<file path="config.mk">
export PLATFORM = sky130hd
export DESIGN_NAME = ibex_rvfi_trace_buffer
export DESIGN_NICKNAME = d
export VERILOG_FILES = /design/src/rtl/ibex_rvfi_trace_buffer.sv
export SDC_FILE = /design/constraint.sdc
export NUM_CORES = 2
export LEC_CHECK = 0
export ABC_AREA = 1
export CAP_MARGIN = 20
export CELL_PAD_IN_SITES_DETAIL_PLACEMENT = 1
export CELL_PAD_IN_SITES_GLOBAL_PLACEMENT = 2
export CORE_UTILIZATION = 43
export DETAILED_ROUTE_END_ITERATION = 12
export HOLD_SLACK_MARGIN = 0.12
export PLACE_DENSITY = 0.87
export SETUP_SLACK_MARGIN = 0.05
export SKIP_LAST_GASP = 1
export SYNTH_ARGS = -nofsm -noshare
export SYNTH_HDL_FRONTEND = slang
export SYNTH_SLANG_ARGS = --single-unit
</file>
<file path="constraint.sdc">
create_clock -name clk_i -period 9.9 [get_ports clk_i]
set_input_delay 1.485 -clock clk_i [delete_from_list [all_inputs] [get_ports clk_i]]
set_output_delay 1.485 -clock clk_i [all_outputs]
set_load 0.1 [all_outputs]
</file>
<file path="src/rtl/ibex_rvfi_trace_buffer.sv">
// RVFI retirement trace buffer: FWFT circular FIFO with capture FSM, freeze-on-trap and saturating drop counter.
// Optional per-entry memory fields are enabled by defining RVFI_TRACE_BUF_MEM_EN.
module ibex_rvfi_trace_buffer #(
    parameter int unsigned Depth        = 16,
    parameter int unsigned DropCntWidth = 16
) (
    input  logic                       clk_i,
    input  logic                       rst_ni,
    input  logic                       enable_i,
    input  logic                       stop_on_trap_i,
    input  logic                       clear_i,
    input  logic                       rvfi_valid_i,
    input  logic [63:0]                rvfi_order_i,
    input  logic [31:0]                rvfi_insn_i,
    input  logic                       rvfi_trap_i,
    input  logic [31:0]                rvfi_pc_rdata_i,
    input  logic [4:0]                 rvfi_rd_addr_i,
    input  logic [31:0]                rvfi_rd_wdata_i,
`ifdef RVFI_TRACE_BUF_MEM_EN
    input  logic [31:0]                rvfi_mem_addr_i,
    input  logic [3:0]                 rvfi_mem_rmask_i,
    input  logic [3:0]                 rvfi_mem_wmask_i,
    input  logic [31:0]                rvfi_mem_rdata_i,
    input  logic [31:0]                rvfi_mem_wdata_i,
    output logic [31:0]                trace_mem_addr_o,
    output logic [3:0]                 trace_mem_rmask_o,
    output logic [3:0]                 trace_mem_wmask_o,
    output logic [31:0]                trace_mem_rdata_o,
    output logic [31:0]                trace_mem_wdata_o,
`endif
    output logic                       trace_valid_o,
    input  logic                       trace_ready_i,
    output logic [31:0]                trace_order_o,
    output logic [31:0]                trace_pc_o,
    output logic [31:0]                trace_insn_o,
    output logic [4:0]                 trace_rd_addr_o,
    output logic [31:0]                trace_rd_wdata_o,
    output logic                       trace_trap_o,
    output logic [$clog2(Depth):0]     level_o,
    output logic [DropCntWidth-1:0]    drop_count_o,
    output logic                       frozen_o,
    output logic [1:0]                 state_o
);

    localparam int unsigned AW = $clog2(Depth);
    localparam int unsigned LW = AW + 1;
`ifdef RVFI_TRACE_BUF_MEM_EN
    localparam int unsigned EW = 134 + 104;
`else
    localparam int unsigned EW = 134;
`endif

    typedef enum logic [1:0] {
        ST_IDLE    = 2'd0,
        ST_CAPTURE = 2'd1,
        ST_FROZEN  = 2'd2
    } state_e;

    // Handshake: a record moves to the consumer on a cycle where trace_valid_o
    // and trace_ready_i are both high; trace_valid_o never depends on trace_ready_i.
    state_e                  r_state;
    state_e                  w_state_next;
    logic [AW-1:0]           r_wr_ptr;
    logic [AW-1:0]           r_rd_ptr;
    logic [LW-1:0]           r_level;
    logic [DropCntWidth-1:0] r_drop;
    logic [EW-1:0]           r_mem [Depth];

    logic                    w_capture;
    logic                    w_pop;
    logic                    w_push;
    logic                    w_drop;
    logic                    w_full;
    logic [EW-1:0]           w_wr_entry;
    logic [EW-1:0]           w_head;

    assign w_full    = (r_level == LW'(Depth));
    assign w_capture = rvfi_valid_i && (r_state == ST_CAPTURE) && !clear_i;
    assign w_pop     = trace_valid_o && trace_ready_i && !clear_i;
    // A full FIFO still accepts a record when the head leaves in the same cycle.
    assign w_push    = w_capture && (!w_full || w_pop);
    assign w_drop    = w_capture && !w_push;

`ifdef RVFI_TRACE_BUF_MEM_EN
    assign w_wr_entry = {rvfi_order_i[31:0], rvfi_pc_rdata_i, rvfi_insn_i, rvfi_rd_addr_i,
                         rvfi_rd_wdata_i, rvfi_trap_i, rvfi_mem_addr_i, rvfi_mem_rmask_i,
                         rvfi_mem_wmask_i, rvfi_mem_rdata_i, rvfi_mem_wdata_i};
    assign {trace_order_o, trace_pc_o, trace_insn_o, trace_rd_addr_o, trace_rd_wdata_o,
            trace_trap_o, trace_mem_addr_o, trace_mem_rmask_o, trace_mem_wmask_o,
            trace_mem_rdata_o, trace_mem_wdata_o} = w_head;
`else
    assign w_wr_entry = {rvfi_order_i[31:0], rvfi_pc_rdata_i, rvfi_insn_i, rvfi_rd_addr_i,
                         rvfi_rd_wdata_i, rvfi_trap_i};
    assign {trace_order_o, trace_pc_o, trace_insn_o, trace_rd_addr_o, trace_rd_wdata_o,
            trace_trap_o} = w_head;
`endif

    // Storage is not reset; the head is masked to zero whenever the FIFO is empty.
    assign trace_valid_o = (r_level != '0);
    assign w_head        = trace_valid_o ? r_mem[r_rd_ptr] : '0;
    assign level_o       = r_level;
    assign drop_count_o  = r_drop;
    assign frozen_o      = (r_state == ST_FROZEN);
    assign state_o       = r_state;

    always_comb begin
        w_state_next = r_state;
        case (r_state)
            ST_IDLE: begin
                if (enable_i) w_state_next = ST_CAPTURE;
            end
            ST_CAPTURE: begin
                if (rvfi_valid_i && rvfi_trap_i && stop_on_trap_i) w_state_next = ST_FROZEN;
                else if (!enable_i)                                  w_state_next = ST_IDLE;
            end
            ST_FROZEN: w_state_next = ST_FROZEN;
            default:   w_state_next = ST_IDLE;
        endcase
        if (clear_i) w_state_next = ST_IDLE;
    end

    always_ff @(posedge clk_i or negedge rst_ni) begin
        if (!rst_ni) begin
            r_state  <= ST_IDLE;
            r_wr_ptr <= '0;
            r_rd_ptr <= '0;
            r_level  <= '0;
            r_drop   <= '0;
        end else begin
            r_state <= w_state_next;
            if (clear_i) begin
                r_wr_ptr <= '0;
                r_rd_ptr <= '0;
                r_level  <= '0;
                r_drop   <= '0;
            end else begin
                if (w_push) r_wr_ptr <= r_wr_ptr + AW'(1);
                if (w_pop)  r_rd_ptr <= r_rd_ptr + AW'(1);
                case ({w_push, w_pop})
                    2'b10:   r_level <= r_level + LW'(1);
                    2'b01:   r_level <= r_level - LW'(1);
                    default: r_level <= r_level;
                endcase
                if (w_drop && (r_drop != '1)) r_drop <= r_drop + DropCntWidth'(1);
            end
        end
    end

    always_ff @(posedge clk_i) begin
        if (w_push) r_mem[r_wr_ptr] <= w_wr_entry;
    end

endmodule

</file>
==> reports/metrics.cfg <==
[outcome]
status = completed

[floorplanning]
fp.coreArea_mm2 = 0.198
num_rows = 163
dieArea_mm2 = 0.202
io_pins = 332
die-width_um = 450
die_h_um = 450
initial_core_util_pct = 43.4

[place]
placed_area_mm2 = 0.0914
dp_slack_ns = 3.47
dp_hpwl_um = 118000
portBuffers = 299
dp_cells = 9196
routabilityCongestion = 0.740

[pwr]
vdd_drop_max_mv = 0.291
p_switching_mw = 10.9
p_int_mw = 16.5
swShare_pct = 39.8
power_frac_comb_pct = 33.9
p_leak_nw = 31.2
clockPowerShare_pct = 28.6
power.density_mw_per_mm2 = 279
pwr-share-seq_pct = 37.4

[synth]
async_flop_share_pct = 1.43
ys_types = 26
yosys_most_used_dff = edfxtp_1
ys_ff_latch = 2175
ys.warnings.count = 0
synth_xor_area_share_pct = 0.0305
synthMuxAreaShare_pct = 0
synthCells = 6647
yosys.area_share.simple_pct = 10.8
syn_avg_cell_area_um2 = 13.0
synth_top_family_by_area = simple AND/OR/NAND/NOR gates
synth-seq-area-share_pct = 75.7
synth_common_cells = 2,144 x edfxtp_1, 1,782 x nor2_1, 1,029 x o21ai_0, 434 x nand3_1, 402 x o211ai_1
synth_top_cells_by_area = edfxtp_1 75%, nor2_1 7.8%, o21ai_0 6.0%
syn_nets = 6830
synth_edf_count = 2144
synth_most_common_cell = edfxtp_1
synth_compound_area_share_pct = 10.7
syn-cell-area_mm2 = 0.0861
synthAdderAreaFrac_pct = 0.154
synth_top_area_cell = edfxtp_1
yosys.area.top_type_share_pct = 74.8

[drt]
drc = 0
ant_nets = 0
wl_per_cell_um = 25.9
via_count = 55885
drtIter0Drc = 4977
firstDrtPassIters = 5
viasPerCell = 5.81
wirelength_um = 249000

[global_routing]
grt_pass1_vias = 59191
antenna_found_initial = 48
grtUsageTotal_pct = 24.2
grt_overflow_total = 0
grt_max_degree = 245
grt_pass1_wl_um = 370000

[sta]
fmax_mhz = 138
slew_headroom_pct = 20.0
skew_ns = 0.0355
worst_slew_pin_slew_ns = 1.20
fin_crit_ns = 7.27
setup_viol = 0
fin_ws_ns = 2.63
maxSlewViolCount = 0
setup-tns-final_ns = 0
fin_crit_sh_pct = 73.4
grt_setup_unrepaired = no
hold_viol = 0

[run]
max_cap_violations = 0

[clocking]
ctsHoldBuffers = 0
worstSkewPairLatency_ns = 0.86
cts_num_sinks = 2175
post_cts_buffers = 0
cts.htree.levels = 4
root_buffer = clkbuf_16
cts-buffers-inserted = 219
cts_resized = 0
cts_tree = done
clk_path_buf_depth = 3
clkTransAtPathRegs_ns = 0.06

[layout]
drive_gt1_share_pct = 5.68
nNetsFinal = 6962
layout-area-overhead-vs-synth_pct = 14.0
fin_cells = 9611
design_area_mm2 = 0.0982

[worst_setup_path]
end_kind = output pin
cp.required_ns = 8.42
cp_max_fo = 230
arrival_ns = 5.78
critPathKind = flip-flop to output pin
worstSetupStartpointType = flip-flop

[worst_hold_path]
hold_path.class = flip-flop to flip-flop

-- layer usage --
metal,up-vias,track usage [%],share of wire (%)
met5,-,0,0.11
met4,40,8.35,3.0
met3,434,4.00,6.0
met2,1632,41.9,50
met1,29082,30.8,41
li1,24697,-,-
-- final cells by class --
| cell class | count | area, um2 |
|---|---|---|
| clock buffers | 277 | 5730 |
| flip-flops and latches | 2175 | 65200 |
| well taps | 2640 | 3300 |
| clock inverters | 118 | 987 |
| diodes | 18 | 45.0 |
| multi-input cells | 3970 | 18800 |
| inverters | 37 | 174 |
| fillers | 19863 | 100000 |
| repair buffers | 376 | 3930 |
-- cells by family after synthesis --
logic type	Yosys count
adder cells (fa/ha/maj)	10
buffers and inverters	502
AO/OA/AOI/OAI	1642
AND/OR/NAND/NOR	2315
flip-flops	2175
XOR/XNOR	3
-- cell usage in the layout (no fill, tap or decap), types with 2 or more instances in the layout --
cell | netlist | layout
dfrtp_4 | 0 | 4
clkinvlp_4 | 0 | 4
o211ai_1 | 402 | 402
ha_1 | 9 | 9
inv_6 | 0 | 8
clkdlybuf4s50_1 | 0 | 293
clkbuf_8 | 0 | 3
nand2_1 | 67 | 67
nor2_4 | 0 | 16
inv_1 | 32 | 32
or2_2 | 3 | 3
clkinv_8 | 0 | 2
clkinv_1 | 0 | 57
a21oi_1 | 143 | 143
edfxtp_1 | 2144 | 2144
o21ai_1 | 66 | 66
buf_4 | 7 | 54
xor2_1 | 3 | 3
clkbuf_1 | 271 | 55
dfrtp_1 | 31 | 27
clkinv_2 | 0 | 30
o21ai_0 | 1029 | 1029
nor3_1 | 9 | 9
inv_16 | 0 | 2
inv_8 | 0 | 4
buf_12 | 0 | 28
clkinv_16 | 0 | 5
nor2_1 | 1782 | 1766
diode_2 | 0 | 18
nand4_1 | 18 | 18
bufinv_16 | 0 | 10
nand3_1 | 434 | 434
clkbuf_16 | 0 | 219
-- flip-flops by register name, summed over array words and instances, names as in the netlist --
name and flops:
level_o 5, state_o 2, r_wr_ptr 4, drop_count_o 16
r_mem 2144, r_rd_ptr 4
-- metrics by stage --
stage	hold slack (ns)	utilization, %	power (mW)
5_1_grt	0.623	49.5	28.4
2_1_floorplan	0.552	-	17.2
4_1_cts	0.579	49.5	27.6
6_report	0.569	49.5	27.4
3_5_place_dp	0.562	46.1	19.7
3_3_place_gp	0.559	46.1	19.5
-- final timing paths --
kind	end	start	depth (start not counted)	slack (ns)
max	trace_order_o[8]	r_rd_ptr[0]	9	2.63
min	drop_count_o[1]	drop_count_o[1]	2	0.57
max reg2reg	r_mem[2][72]	state_o[0]	8	6.42
min reg2reg	drop_count_o[1]	drop_count_o[1]	2	0.57
max in group asynchronous	r_rd_ptr[0]	rst_ni	2	8.49
min in group asynchronous	drop_count_o[2]	rst_ni	2	1.05
-- critical path, cell delays in order (launching register included) --
cell and delay (ns):
dfrtp_4 0.88, buf_4 0.66, buf_12 0.72, nor2_1 0.13, nor2_1 0.17, o21ai_1 0.09, o211ai_1 0.15, nand3_1 0.13
a21oi_1 0.49, clkdlybuf4s50_1 1.24
-- power by group through the flow --
stage / Combinational, mW / Sequential, mW / Clock, mW
3_3_place_gp: 9.08 / 10.4 / 0
4_1_cts: 9.35 / 10.3 / 7.98
2_1_floorplan: 6.70 / 10.5 / 0
5_1_grt: 9.84 / 10.3 / 8.28
3_5_place_dp: 9.29 / 10.4 / 0
6_report: 9.29 / 10.3 / 7.84
Note: power is estimated with default switching activity, not from simulation.
